**config.mk**
```make
export PLATFORM = sky130hd
export DESIGN_NAME = dmem_arbiter
export DESIGN_NICKNAME = d
export VERILOG_FILES = /design/src/rtl/dmem_arbiter_pkg.sv /design/src/rtl/dmem_arb_starve_cnt.sv /design/src/rtl/dmem_arbiter.sv
export SDC_FILE = /design/constraint.sdc
export NUM_CORES = 1
export LEC_CHECK = 0
export ABC_AREA = 0
export CORE_AREA = 5 5 112 114
export CTS_CLUSTER_DIAMETER = 30
export DETAILED_ROUTE_END_ITERATION = 12
export DIE_AREA = 0 0 117 119
export GPL_TIMING_DRIVEN = 0
export PLACE_DENSITY_LB_ADDON = 0.3
export SLEW_MARGIN = 20
export SYNTH_ARGS = -nofsm -noshare
export SYNTH_HDL_FRONTEND = slang
export SYNTH_HIERARCHICAL = 1
export SYNTH_SLANG_ARGS = --single-unit
```
**constraint.sdc**
```tcl
create_clock -name clk -period 3.9 [get_ports clk]
set_input_delay 0.78 -clock clk [delete_from_list [all_inputs] [get_ports clk]]
set_output_delay 0.78 -clock clk [all_outputs]
set_load 0.01 [all_outputs]
```
**src/rtl/dmem_arbiter_pkg.sv**
```systemverilog
`default_nettype none
// ============================================================================
// Module      : dmem_arbiter_pkg
// Description : Shared types and defaults for the DMEM port arbiter.
//               Supplies the owner encoding and the default widths/limits.
// Revision    : 1.0 - initial release
// ============================================================================
package dmem_arbiter_pkg;

    localparam int c_DEFAULT_REG_WIDTH    = 32;
    localparam int c_DEFAULT_DMEM_DEPTH   = 256;
    localparam int c_DEFAULT_STARVE_LIMIT = 4;

    // Which requester owns the access currently on the DMEM port
    typedef enum logic [1:0] {
        OWNER_NONE = 2'b00,
        OWNER_CPU  = 2'b01,
        OWNER_DMA  = 2'b10
    } owner_t;

    // Bits needed to count from 0 up to and including the starvation limit
    function automatic int starve_cnt_width(input int limit);
        return $clog2(limit + 1);
    endfunction

endpackage : dmem_arbiter_pkg
`default_nettype wire

```
**src/rtl/dmem_arb_starve_cnt.sv**
```systemverilog
`default_nettype none
// ============================================================================
// Module      : dmem_arb_starve_cnt
// Description : Saturating count of consecutive cycles in which a pending DMA
//               request was refused. When the count reaches STARVE_LIMIT the
//               next slot is forced to DMA.
// Revision    : 1.0 - initial release
// ============================================================================
module dmem_arb_starve_cnt
    import dmem_arbiter_pkg::*;
#(
    parameter int STARVE_LIMIT = c_DEFAULT_STARVE_LIMIT
) (
    input  logic clk,
    input  logic reset,
    input  logic i_dma_req,
    input  logic i_dma_gnt,
    output logic o_force_dma
);

    localparam int                 c_CNT_W = starve_cnt_width(STARVE_LIMIT);
    localparam logic [c_CNT_W-1:0] c_LIMIT = c_CNT_W'(STARVE_LIMIT);
    localparam logic [c_CNT_W-1:0] c_ONE   = c_CNT_W'(1);

    // Reject limits outside the supported 1..255 range at elaboration
    if (STARVE_LIMIT < 1 || STARVE_LIMIT > 255) begin : g_bad_limit
        $error("dmem_arb_starve_cnt: STARVE_LIMIT must be in 1..255");
    end

    logic [c_CNT_W-1:0] r_cnt_q;
    logic [c_CNT_W-1:0] w_cnt_d;

    // Count refused DMA cycles; a grant or a dropped request restarts the wait
    always_comb begin
        w_cnt_d = r_cnt_q;
        if (!i_dma_req || i_dma_gnt) begin
            w_cnt_d = '0;
        end else if (r_cnt_q != c_LIMIT) begin
            w_cnt_d = r_cnt_q + c_ONE;
        end
    end

    // Counter register
    always_ff @(posedge clk) begin
        if (reset) begin
            r_cnt_q <= '0;
        end else begin
            r_cnt_q <= w_cnt_d;
        end
    end

    assign o_force_dma = (r_cnt_q == c_LIMIT);

endmodule : dmem_arb_starve_cnt
`default_nettype wire

```
**src/rtl/dmem_arbiter.sv**
```systemverilog
`default_nettype none
// ============================================================================
// Module      : dmem_arbiter
// Description : Shares the single DMEM port between the MEM-stage CPU port
//               and a loader/debug DMA port. CPU has fixed priority; a
//               starvation guard forces one DMA slot after STARVE_LIMIT
//               refused cycles. The winning command is registered onto the
//               DMEM port and read data returns to its requester one cycle
//               after the grant with a valid strobe.
//               Optional macro DMEM_ARB_ADDR_CHECK_EN adds a sticky addr_err
//               output, suppresses out-of-range writes and zeroes
//               out-of-range read data.
// Revision    : 1.0 - initial release
// ============================================================================
module dmem_arbiter
    import dmem_arbiter_pkg::*;
#(
    parameter int REG_WIDTH    = c_DEFAULT_REG_WIDTH,
    parameter int DMEM_DEPTH   = c_DEFAULT_DMEM_DEPTH,
    parameter int STARVE_LIMIT = c_DEFAULT_STARVE_LIMIT
) (
    input  logic                 clk,
    input  logic                 reset,
    // CPU (MEM stage) port
    input  logic                 cpu_req,
    input  logic                 cpu_wr_en,
    input  logic [REG_WIDTH-1:0] cpu_addr,
    input  logic [REG_WIDTH-1:0] cpu_wr_data,
    output logic                 cpu_stall,
    output logic                 cpu_rd_valid,
    output logic [REG_WIDTH-1:0] cpu_rd_data,
    // DMA port
    input  logic                 dma_req,
    input  logic                 dma_wr_en,
    input  logic [REG_WIDTH-1:0] dma_addr,
    input  logic [REG_WIDTH-1:0] dma_wr_data,
    output logic                 dma_gnt,
    output logic                 dma_rd_valid,
    output logic [REG_WIDTH-1:0] dma_rd_data,
    // DMEM port
    output logic                 dmem_wr_en,
    output logic [REG_WIDTH-1:0] dmem_addr,
    output logic [REG_WIDTH-1:0] dmem_wr_data,
`ifdef DMEM_ARB_ADDR_CHECK_EN
    output logic                 addr_err,
`endif
    input  logic [REG_WIDTH-1:0] dmem_rd_data
);

    // A zero-word memory is meaningless; catch it at elaboration
    if (DMEM_DEPTH < 1) begin : g_bad_depth
        $error("dmem_arbiter: DMEM_DEPTH must be at least 1");
    end

    logic                 w_force_dma;
    logic                 w_cpu_gnt;
    logic                 w_win;
    logic                 w_win_wr_en;
    logic [REG_WIDTH-1:0] w_win_addr;
    logic [REG_WIDTH-1:0] w_win_wr_data;
    logic                 w_addr_oor;
    logic [REG_WIDTH-1:0] w_rd_return;

    owner_t               w_owner_d,        r_owner_q;
    logic                 w_rd_pending_d,   r_rd_pending_q;
    logic                 w_dmem_wr_en_d,   r_dmem_wr_en_q;
    logic [REG_WIDTH-1:0] w_dmem_addr_d,    r_dmem_addr_q;
    logic [REG_WIDTH-1:0] w_dmem_wr_data_d, r_dmem_wr_data_q;

    dmem_arb_starve_cnt #(
        .STARVE_LIMIT (STARVE_LIMIT)
    ) u_starve_cnt (
        .clk         (clk),
        .reset       (reset),
        .i_dma_req   (dma_req),
        .i_dma_gnt   (dma_gnt),
        .o_force_dma (w_force_dma)
    );

    // Grants: CPU first unless DMA has waited long enough to be forced in
    always_comb begin
        w_cpu_gnt = cpu_req & ~w_force_dma;
        dma_gnt   = dma_req & (~cpu_req | w_force_dma);
        cpu_stall = cpu_req & ~w_cpu_gnt;
    end

    // Select the winner's command; with no grant the address/data hold
    always_comb begin
        w_owner_d     = OWNER_NONE;
        w_win_wr_en   = 1'b0;
        w_win_addr    = r_dmem_addr_q;
        w_win_wr_data = r_dmem_wr_data_q;
        if (w_cpu_gnt) begin
            w_owner_d     = OWNER_CPU;
            w_win_wr_en   = cpu_wr_en;
            w_win_addr    = cpu_addr;
            w_win_wr_data = cpu_wr_data;
        end else if (dma_gnt) begin
            w_owner_d     = OWNER_DMA;
            w_win_wr_en   = dma_wr_en;
            w_win_addr    = dma_addr;
            w_win_wr_data = dma_wr_data;
        end
    end

    assign w_win = (w_owner_d != OWNER_NONE);

`ifdef DMEM_ARB_ADDR_CHECK_EN
    localparam logic [REG_WIDTH:0] c_DEPTH = (REG_WIDTH + 1)'(DMEM_DEPTH);

    logic r_rd_oor_q;
    logic r_addr_err_q;

    // Extra bit on the address so a depth of 2**REG_WIDTH still compares
    assign w_addr_oor = w_win & ({1'b0, w_win_addr} >= c_DEPTH);

    // Remember whether the outstanding read was out of range; flag is sticky
    always_ff @(posedge clk) begin
        if (reset) begin
            r_rd_oor_q   <= 1'b0;
            r_addr_err_q <= 1'b0;
        end else begin
            r_rd_oor_q   <= w_addr_oor & ~w_win_wr_en;
            r_addr_err_q <= r_addr_err_q | w_addr_oor;
        end
    end

    assign addr_err    = r_addr_err_q;
    assign w_rd_return = r_rd_oor_q ? '0 : dmem_rd_data;
`else
    assign w_addr_oor  = 1'b0;
    assign w_rd_return = dmem_rd_data;
`endif

    // Next DMEM command: write strobe only on a granted in-range write
    always_comb begin
        w_dmem_wr_en_d   = w_win & w_win_wr_en & ~w_addr_oor;
        w_dmem_addr_d    = w_win_addr;
        w_dmem_wr_data_d = w_win_wr_data;
        w_rd_pending_d   = w_win & ~w_win_wr_en;
    end

    // Command, owner and read-pending registers
    always_ff @(posedge clk) begin
        if (reset) begin
            r_owner_q        <= OWNER_NONE;
            r_rd_pending_q   <= 1'b0;
            r_dmem_wr_en_q   <= 1'b0;
            r_dmem_addr_q    <= '0;
            r_dmem_wr_data_q <= '0;
        end else begin
            r_owner_q        <= w_owner_d;
            r_rd_pending_q   <= w_rd_pending_d;
            r_dmem_wr_en_q   <= w_dmem_wr_en_d;
            r_dmem_addr_q    <= w_dmem_addr_d;
            r_dmem_wr_data_q <= w_dmem_wr_data_d;
        end
    end

    assign dmem_wr_en   = r_dmem_wr_en_q;
    assign dmem_addr    = r_dmem_addr_q;
    assign dmem_wr_data = r_dmem_wr_data_q;

    // Steer the returning read data to last cycle's owner; the other port sees zero
    always_comb begin
        cpu_rd_valid = 1'b0;
        cpu_rd_data  = '0;
        dma_rd_valid = 1'b0;
        dma_rd_data  = '0;
        if (r_rd_pending_q) begin
            if (r_owner_q == OWNER_CPU) begin
                cpu_rd_valid = 1'b1;
                cpu_rd_data  = w_rd_return;
            end else if (r_owner_q == OWNER_DMA) begin
                dma_rd_valid = 1'b1;
                dma_rd_data  = w_rd_return;
            end
        end
    end

endmodule : dmem_arbiter
`default_nettype wire

```
Yosys cells after proc, flatten, opt, wreduce, memory -nomap -nowiden
Index checks and enable logic that the tools add are counted.
{"block": "op_classes", "add_sub_neg": 1, "reduce_logical": 5, "eq_ne": 4, "bitwise": 10, "mux": 18}
{"operator": "2-to-1 mux 32 bit", "count": 9}
{"operator": "2-to-1 mux 1 bit", "count": 7}
{"operator": "bitwise AND 1 bit", "count": 5}
{"operator": "2-to-1 mux 2 bit", "count": 2}
{"operator": "NOT 1 bit", "count": 4}
{"operator": "nonzero test 2 bit", "count": 2}
{"operator": "adder 3 x 1 -> 3 bit (second input constant)", "count": 1}
{"operator": "equality test 3 bit (second input constant)", "count": 1}
{"operator": "!= test 3 bit (second input constant)", "count": 1}
{"operator": "equality test 2 x 1 -> 1 bit (second input constant)", "count": 1}
{"operator": "equality test 2 bit (second input constant)", "count": 1}
{"operator": "OR reduction 2 bit", "count": 1}
{"operator": "zero test 1 bit", "count": 1}
{"operator": "logical OR 1 bit", "count": 1}
{"operator": "OR 1 bit", "count": 1}
{"block": "totals", "word_cells": 44, "ff_bits": 71, "output_inout_bits": 133}

Logic depth before layout (Yosys ltp)
Gate-level depths: netlist (run 1).
{"block": "logic_depth", "depth_word": 7, "depth_mapped": 9}

Cells and area by module
The synthesis (run 1) kept the hierarchy.
{"mod": "dmem_arbiter", "cells_per_inst": 375, "area_per_inst_um2": 3702.3, "instances": 1, "seq_area_each_um2": 1361.3}
{"mod": "dmem_arb_starve_cnt", "cells_per_inst": 18, "area_per_inst_um2": 170.2, "instances": 1, "seq_area_each_um2": 60.1}

Worst setup path before layout (run 1)
Ideal clock, no wire load.
{"block": "synth_path", "kind": "flip-flop to output port", "startpoint": "reg u_starve_cnt.r_cnt_q[0]", "endpoint": "out dma_gnt", "arrival_ns": 1.387, "path_slack_ns": 1.733, "path_stages_with_launch": 8, "cell_sequence": "dfxtp_1 > inv_1 > ha_1 > and2_1 > nand2b_1 > buf_6 > buf_6 > and2_1"}
{"block": "synth_between", "elab_chain_len": 3}
{"element": "from (decl)", "line_no": "dmem_arb_starve_cnt.sv:30", "text": "logic [c_CNT_W-1:0] r_cnt_q;"}
{"element": "from (signal assigned)", "line_no": "dmem_arb_starve_cnt.sv:48", "text": "r_cnt_q <= w_cnt_d;"}
{"element": "equality test 3 bit", "line_no": "dmem_arb_starve_cnt.sv:52", "text": "assign o_force_dma = (r_cnt_q == c_LIMIT);"}
{"element": "net w_force_dma", "line_no": "dmem_arbiter.sv:55", "text": "logic w_force_dma;"}
{"element": "OR 1 bit", "line_no": "dmem_arbiter.sv:83", "text": "dma_gnt = dma_req & (~cpu_req | w_force_dma);"}
{"element": "bitwise AND 1 bit", "line_no": "dmem_arbiter.sv:83"}
{"element": "to (decl)", "line_no": "dmem_arbiter.sv:37", "text": "output logic dma_gnt,"}
The timed path passes the listed nets, and every way through them passes these cells.

Final worst setup path (run 1)
{"block": "layout_path", "startpoint": "in cpu_req", "endpoint": "out dma_gnt"}
{"block": "layout_between", "elab_chain_len": 3}
{"element": "from (decl)", "line_no": "dmem_arbiter.sv:25", "text": "input logic cpu_req,"}
{"element": "NOT 1 bit", "line_no": "dmem_arbiter.sv:83"}
{"element": "OR 1 bit", "line_no": "dmem_arbiter.sv:83"}
{"element": "bitwise AND 1 bit", "line_no": "dmem_arbiter.sv:83"}
No other way between the ends.

==> impl_summary.log, run 1 <==
INFO  metric reg2reg_to = u_starve_cnt/r_cnt_q[2]$_SDFFE_PP0P_
INFO  metric first_global_vias = 4,434
INFO  metric drt_iter0_markers = 102
INFO  metric fp.dieW = 117 um
INFO  metric postCtsSetupBuffers = 0
INFO  metric yosys_register_bits = 71
INFO  metric finalSetupViolations = 0
INFO  metric synthDominantCellAreaShare = 0.367
INFO  metric gr-usage-all-layers = 0.205
INFO  metric wire_length_of_the_first_global_routing_pass = roughly 22,000 um
INFO  metric area_growth_syn_to_layout = 89.3%
INFO  metric clockRootBuffer = sky130_fd_sc_hd__clkbuf_16
INFO  metric pin_count_of_the_biggest_net_entering_global_routing = 12
INFO  metric yosysTopAreaCell = sky130_fd_sc_hd__dfxtp_1
INFO  metric finalCritPeriodShare = 0.810
INFO  metric route.detailed.wl_per_inst = 17.5 um
INFO  metric antenna_left = 0
INFO  metric outcome = finished clean
INFO  metric clock_sink_count = 71
INFO  metric grt_util_met3 = 0.0700
INFO  metric synth-edff-count = 0
INFO  metric total_leakage_power = 2.90 nW
INFO  metric post_cts_resized = 0
INFO  metric postSynth.asyncResetShare = 0
INFO  metric nNetsFinal = 870
INFO  metric drive_gt1_frac = 0.117
INFO  metric max-cap-violations = 0
INFO  metric drt_first_pass_iters = 4
INFO  metric worstReg2RegStart = u_starve_cnt/r_cnt_q[0]$_SDFFE_PP0P_
INFO  metric clkTransAtPathRegs = 0.05 ns
INFO  metric hpwlAfterDp = 12,400 um
INFO  metric post_synth_main_area_contributors = sky130_fd_sc_hd__dfxtp_1 37%, sky130_fd_sc_hd__mux2i_1 17%, sky130_fd_sc_hd__a211oi_2 13%
INFO  metric core.rowCount = 39
INFO  metric fillCellCount = about 950
INFO  metric regToRegSetupSlack = ~1.7 ns
INFO  metric fin_skew = 0.00861 ns
INFO  metric clock_tree.htree_level_count = 3
INFO  metric synth-seq-area-share = 0.367
INFO  metric grt_util_met1 = 0.199
INFO  metric die_area = 0.0139 sq mm
INFO  metric routed_wl = 14,900 um
INFO  metric hold_path.class = flop to flop
INFO  metric power.density = 296 mW/mm^2
INFO  metric critPathCaptureType = output pin
INFO  metric syn-num-nets = 561
INFO  metric initial_antenna_violation_count = 1
INFO  metric maxSlewViolCount = 0
INFO  metric cts_hold_repair.buffers = 0
INFO  metric synthFlopType = sky130_fd_sc_hd__dfxtp_1
INFO  metric unrepaired_setup_endpoints_after_global_routing = no
INFO  metric critical_path_arrival = 2.38 ns
INFO  metric core = 0.0113 sq mm
INFO  metric gp_routability_congestion = 0.833
INFO  metric final.hold.worst_slack = 0.484 ns
INFO  metric synth_cell_type_count = 27
INFO  metric grt_remaining_overflow = 0
INFO  metric post_drt_via_cell_ratio = 4.84
INFO  metric tritoncts.num_buffers = 9
INFO  metric drc_errors = 0
INFO  metric max_slew.worst_pin.slew = 0.720 ns
INFO  metric vias_after_detailed_routing = about 4,100
INFO  metric post-synth-top-count-cell = sky130_fd_sc_hd__dfxtp_1
INFO  metric grt.busiest_layer = met2
INFO  metric pin_count = 299
INFO  metric relSlewSlack = 0.520
INFO  metric hold-path-cell-count = 2
INFO  metric peakVddDrop = 0.192 mV
INFO  metric critical_path.max_fanout = 10
INFO  metric max-clock-path-buffers = 2
INFO  metric portBuffers = 298
INFO  metric cell_types_with_the_highest_counts_after_synthesis = 71 x sky130_fd_sc_hd__dfxtp_1, 67 x sky130_fd_sc_hd__and2_1, 67 x sky130_fd_sc_hd__nor2_1
INFO  metric startpoint_type = input port
INFO  metric cts_tree = done
INFO  metric synthesis.area_per_instance = 9.85 sq um
INFO  metric critical_path_class = input port to output pin
INFO  metric post_synth_inst_count = 393
INFO  metric holdPathEnd = u_starve_cnt/r_cnt_q[1]$_SDFFE_PP0P_
INFO  metric floorplan.initialDensity = 0.342
INFO  metric maxClockFrequency = 316 MHz
INFO  metric netlist_area = 0.00387 sq mm
INFO  metric post-route-min-period = ~3.2 ns
INFO  metric r2r.worst_path.cells = 9
INFO  metric setup-tns-final = 0 ns
INFO  metric timing.critical_path.required = 3.12 ns
INFO  metric grt.met2_usage = 0.387
INFO  metric hold_path_startpoint = u_starve_cnt/r_cnt_q[1]$_SDFFE_PP0P_
INFO  metric clock_insertion_delay_worst_skew = 0.33 ns
INFO  metric yosys_warnings = 6
INFO  metric hold_viol_final = 0
INFO  metric die_height = approximately 120 um
report_power, final:
part           internal, mW  leakage, nW  switching [mW]
clock network         0.512        0.140           0.302
registers             0.780        0.591          0.0299
logic                 0.340         2.16           0.204
total                  1.63         2.90           0.535
worst max path at each step:
stage | from | endpoint | slack (ns) | cells past startpoint
final | cpu_req | dma_gnt | 0.74 | 6
after global routing | u_starve_cnt/r_cnt_q[0]$_SDFFE_PP0P_ | dma_gnt | 0.68 | 8
after CTS | cpu_req | dma_gnt | 0.73 | 6
after detailed placement | cpu_req | dma_gnt | 0.73 | 6
after global placement | cpu_req | dma_gnt | 0.73 | 6
after floorplan | u_starve_cnt/r_cnt_q[0]$_SDFFE_PP0P_ | dma_gnt | 1.73 | 7
logic make-up after synthesis:
logic type                 count (synthesis)  share of synthesized area
muxes                                     64                      0.165
and+or+nand+nor                          147                      0.197
DFF                                       71                      0.367
AOI/OAI and AO/OA                         70                      0.187
adders and majority gates                  2                    0.00646
buffers and inverters                     39                     0.0775
flip-flops by register name, indices dropped and copies added, names as in the netlist:
register	flops
dmem_wr_data	32
dmem_addr	32
u_starve_cnt/r_cnt_q	3
r_rd_pending_q	1
r_owner_q	2
dmem_wr_en	1
layout by cell type, fill, tap and decap left out, drive strengths merged, types with 2 or more instances in the layout:
cell,count
clkdlybuf4s50,298
dfxtp,71
and2,67
nor2,67
mux2i,64
a211oi,64
buf,29
clkbuf,21
a21oi,4
nand3,3
and3b,2
nand3b,2
inv,2
ha,2
per-layer routing:
metal | routed length, um | part of all wire
met1 | 5090 | 0.34
met2 | 7830 | 0.53
met3 | 1520 | 0.10
met4 | 422 | 0.028
met5 | 0 | 0
worst max-delay path, cell delays in order:
cell and delay (ns):
sky130_fd_sc_hd__clkdlybuf4s50_1 0.45, sky130_fd_sc_hd__nand2b_1 0.11, sky130_fd_sc_hd__buf_6 0.13, sky130_fd_sc_hd__buf_6 0.16
sky130_fd_sc_hd__and2_1 0.17, sky130_fd_sc_hd__clkdlybuf4s50_1 0.58
layout make-up:
type	count	area, sq um	share of cell area
Clock buffer	13	250	0.0341
Multi-Input combinational cell	283	2150	0.293
Tap cell	143	179	0.0244
Timing Repair Buffer	298	2980	0.407
Inverter	2	7.51	0.00102
Sequential cell	71	1420	0.194
Antenna cell	1	2.50	0.000341
Buffer	37	293	0.0399
Clock inverter	3	42.5	0.00580
per-stage QoR:
stage          cells  setup WS [ns]  area, sq um  utilization  total power, mW
2_1_floorplan    393           1.73         3870            -             1.04
3_3_place_gp     834          0.733         7030        0.621             1.36
3_5_place_dp     834          0.730         7030        0.621             1.37
4_1_cts          850          0.727         7330        0.647             2.19
5_1_grt          851          0.675         7330        0.647             2.26
6_report         851          0.739         7330        0.647             2.17
Power figures use the tool's default switching activity.
==> run 2, diff against run 1 <==
Settings changed: CORE_AREA 5 5 112 114 to default, CORE_MARGIN from default to 5, CORE_UTILIZATION from default to 34, DIE_AREA 0 0 117 119 to default.
Clock period 3.9 ns to 3 ns, I/O delays scaled along.
==> run 2 against run 1 <==
Against the previous run:
- cell count fell by 0.12%
- highest routed layer unchanged
- hold slack worse by 0.0032 ns
- sequential power increased by 30%
- sequential share of layout area is 0.092 points lower
- core utilization increased by 0.59 points
- clock skew shrank 0.0023 ns
- register-to-register slack worse by 0.83 ns
- clock power grew 43%
- via count shrank 1.0%
- wire length shrank 3.4%
- first-iteration DRC count grew 2.0%
==> impl_summary.log, run 2 (same netlist as run 1, synthesis figures left out) <==
INFO  metric worst_path_dominant_cell_family = buffers and inverters (unchanged)
INFO  metric area_used_by_multi_input_combinational_logic = 0.00215 sq mm (about the same)
INFO  metric initial_antenna_violation_count = 0 (was 1)
INFO  metric setup-tns-final = 0 ns (unchanged)
INFO  metric finalWorstSetupSlack = 0.348 ns (was 0.739 ns)
INFO  metric crit_slowest_cell = sky130_fd_sc_hd__clkdlybuf4s50_1 (unchanged)
INFO  metric p_int = 2.23 mW (was 1.63 mW)
INFO  metric die_height = 117 um (was 119 um)
INFO  metric floorplan.initialDensity = 0.344 (was 0.342)
INFO  metric finalCritPeriodShare = 0.884
INFO  metric startpoint_type = flop (was input port)
INFO  metric layout_commonest_cell = sky130_fd_sc_hd__clkdlybuf4s50_1 (unchanged)
INFO  metric fp.dieW = 117 um (about the same)
INFO  metric clock_sink_count = 71 (unchanged)
INFO  metric routed_wl = 14,400 um (was 14,900 um)
INFO  metric outcome = finished clean (unchanged)
INFO  metric postCtsSetupBuffers = 0 (unchanged)
INFO  metric die_area = 0.0136 sq mm (was 0.0139 sq mm)
INFO  metric nNetsFinal = 870 (unchanged)
INFO  metric maxClockFrequency = 377 MHz
INFO  metric max-cap-violations = 0 (unchanged)
INFO  metric hold_path.class = flop to flop (unchanged)
INFO  metric n_antenna_cell = 0 (was 1)
INFO  metric preCtsSetupSlack = 0.187 ns (was 0.730 ns)
INFO  metric gr-usage-all-layers = 0.198 (was 0.205)
INFO  metric power.combinational.fraction = 0.242 (was 0.251)
INFO  metric core = 0.0113 sq mm (about the same)
INFO  metric post-route-min-period = about 2.7 ns
INFO  metric portBuffers = 298 (unchanged)
INFO  metric finalSetupViolations = 0 (unchanged)
INFO  metric tritoncts.num_buffers = 9 (unchanged)
INFO  metric critPathCaptureType = output pin (unchanged)
INFO  metric post_drt_via_cell_ratio = 4.79 (was 4.84)
INFO  metric vias_after_detailed_routing = 4,075 (was 4,116)
INFO  metric pin_count_of_the_biggest_net_entering_global_routing = 12 (unchanged)
INFO  metric clock_tree.htree_level_count = 3 (unchanged)
INFO  metric route.detailed.wl_per_inst = 16.9 um (was 17.5 um)
INFO  metric regArea = 0.00142 sq mm (unchanged)
INFO  metric max-clock-path-buffers = 2 (unchanged)
INFO  metric critical_path_arrival = 2.05 ns (was 2.38 ns)
INFO  metric critical_path.max_fanout = 10 (unchanged)
INFO  metric peakVddDrop = 0.292 mV (was 0.192 mV)
INFO  metric drt_first_pass_iters = 4 (unchanged)
INFO  metric power.switching_fraction = 0.237 (was 0.247)
INFO  metric clockRootBuffer = sky130_fd_sc_hd__clkbuf_16 (unchanged)
INFO  metric power_frac_clock = 0.398 (was 0.376)
INFO  metric max_slew.worst_pin.slew = 0.719 ns (was 0.720 ns)
INFO  metric pin_count = 299 (unchanged)
INFO  metric core.rowCount = 39 (unchanged)
INFO  metric seq_power_share = 0.360 (was 0.374)
INFO  metric total_leakage_power = 2.93 nW (was 2.90 nW)
INFO  metric area_growth_syn_to_layout = 90.2% (was 89.3%)
INFO  metric cts_tree = done (unchanged)
INFO  metric relSlewSlack = 0.520 (about the same)
INFO  metric clock_insertion_delay_worst_skew = 0.32 ns (was 0.33 ns)
INFO  metric first_global_vias = 4,336 (was 4,434)
INFO  metric fin_skew = 0.00626 ns (was 0.00861 ns)
INFO  metric wire_length_of_the_first_global_routing_pass = 21,100 um (was 22,400 um)
INFO  metric timing.critical_path.required = 2.40 ns (was 3.12 ns)
INFO  metric critical_path_class = flop to output pin (was input port to output pin)
INFO  metric fillCellCount = 923 (was 946)
INFO  metric power.density = 397 mW/mm^2 (was 296 mW/mm^2)
INFO  metric layout_common_cells = 297 x sky130_fd_sc_hd__clkdlybuf4s50_1, 71 x sky130_fd_sc_hd__dfxtp_1, 67 x sky130_fd_sc_hd__and2_1, 67 x sky130_fd_sc_hd__nor2_1, 64 x sky130_fd_sc_hd__mux2i_1 (was 298 x sky130_fd_sc_hd__clkdlybuf4s50_1, 71 x sky130_fd_sc_hd__dfxtp_1, 67 x sky130_fd_sc_hd__and2_1, 67 x sky130_fd_sc_hd__nor2_1, 64 x sky130_fd_sc_hd__mux2i_1)
INFO  metric unrepaired_setup_endpoints_after_global_routing = no (unchanged)
INFO  metric clkTransAtPathRegs = 0.06 ns (was 0.05 ns)
INFO  metric drt_iter0_markers = 104 (was 102)
INFO  metric crit_path_max_incr_delay = 0.55 ns (was 0.58 ns)
INFO  metric drive_gt1_frac = 0.120 (was 0.117)
INFO  metric maxSlewViolCount = 0 (unchanged)
INFO  metric net_load_switching_power = 0.692 mW (was 0.535 mW)
INFO  metric drc_errors = 0 (unchanged)
INFO  metric cts_hold_repair.buffers = 0 (unchanged)
INFO  metric grt_remaining_overflow = 0 (unchanged)
INFO  metric hold_viol_final = 0 (unchanged)
INFO  metric antenna_left = 0 (unchanged)
INFO  metric hpwlAfterDp = 11,900 um (was 12,400 um)
INFO  metric cp.buffers_inverters = 2 (was 4)
INFO  metric critical_path.cell_chain = nand2_1 > nor2_1 > clkbuf_1 > and2_1 > clkdlybuf4s50_1 (was clkdlybuf4s50_1 > nand2b_1 > buf_6 > buf_6 > and2_1 > clkdlybuf4s50_1)
INFO  metric gp_routability_congestion = 0.800 (was 0.833)
-- run 2: changes by cell type in the layout (fill, tap and decap cells not counted), sizes merged --
cell / before / now
dlymetal6s2s: 0 / 1
clkdlybuf4s50: 298 / 297
bufinv: 1 / 2
diode: 1 / 0
clkinvlp: 1 / 0
-- run 2: cell type report --
cell class | count | area share
Multi-Input combinational cell | 283 | 0.292
Buffer | 37 | 0.0398
Inverter | 2 | 0.00102
Timing Repair Buffer | 298 | 0.405
Sequential cell | 71 | 0.193
Tap cell | 143 | 0.0243
Clock buffer | 13 | 0.0353
Clock inverter | 3 | 0.00883
-- run 2: routing by layer --
| metal | GRT usage | wire, um | vias to the layer above |
|---|---|---|---|
| met1 | 0.193 | 4960 | 1855 |
| met2 | 0.374 | 7370 | 201 |
| met4 | 0.0635 | 320 | 0 |
| met3 | 0.0860 | 1700 | 21 |
| li1 | - | - | 1998 |
| met5 | 0 | 0 | - |
-- run 2: final timing paths --
check | start | to | slack, ns | cells after the start
setup / recovery | r_owner_q[1]$_SDFF_PP0_ | dma_rd_data[25] | 0.35 | 5
hold / removal | u_starve_cnt/r_cnt_q[1]$_SDFFE_PP0P_ | u_starve_cnt/r_cnt_q[1]$_SDFFE_PP0P_ | 0.48 | 2
setup reg to reg | u_starve_cnt/r_cnt_q[0]$_SDFFE_PP0P_ | u_starve_cnt/r_cnt_q[2]$_SDFFE_PP0P_ | 0.88 | 9
hold reg to reg | u_starve_cnt/r_cnt_q[1]$_SDFFE_PP0P_ | u_starve_cnt/r_cnt_q[1]$_SDFFE_PP0P_ | 0.48 | 2
-- run 2: repair_timing --
| item | in CTS | in global routing |
|---|---|---|
| setup endpoints to repair | 0 | 1 |
| hold endpoints to repair | 0 | 0 |
| resized for setup | 0 | 2 |
-- run 2: metrics by stage --
step | cells | area (sq um) | util | hold WS, ns | total power [mW]
final | 850 | 7360 | 0.653 | 0.480 | 2.92
after global routing | 850 | 7360 | 0.653 | 0.514 | 3.04
after CTS | 850 | 7360 | 0.653 | 0.484 | 2.95
after detailed placement | 834 | 7030 | 0.624 | 0.478 | 1.78
after global placement | 834 | 7030 | 0.624 | 0.467 | 1.77
after floorplan | 393 | 3870 | - | 0.456 | 1.35
-- run 2: worst register-to-register path, delay by kind of cell, from the launching register on --
kind | cells | cell delay (ns)
DFF | 1 | 0.37
adders and majority gates | 1 | 0.21
buffers and inverters | 3 | 0.35
and+or+nand+nor | 5 | 1.12
-- run 2: power groups by stage --
stage	logic, mW	registers (mW)	clock network, mW
3_3_place_gp	0.702	1.07	0
5_1_grt	0.759	1.06	1.22
3_5_place_dp	0.712	1.07	0
4_1_cts	0.716	1.05	1.18
2_1_floorplan	0.253	1.10	0
6_report	0.708	1.05	1.16
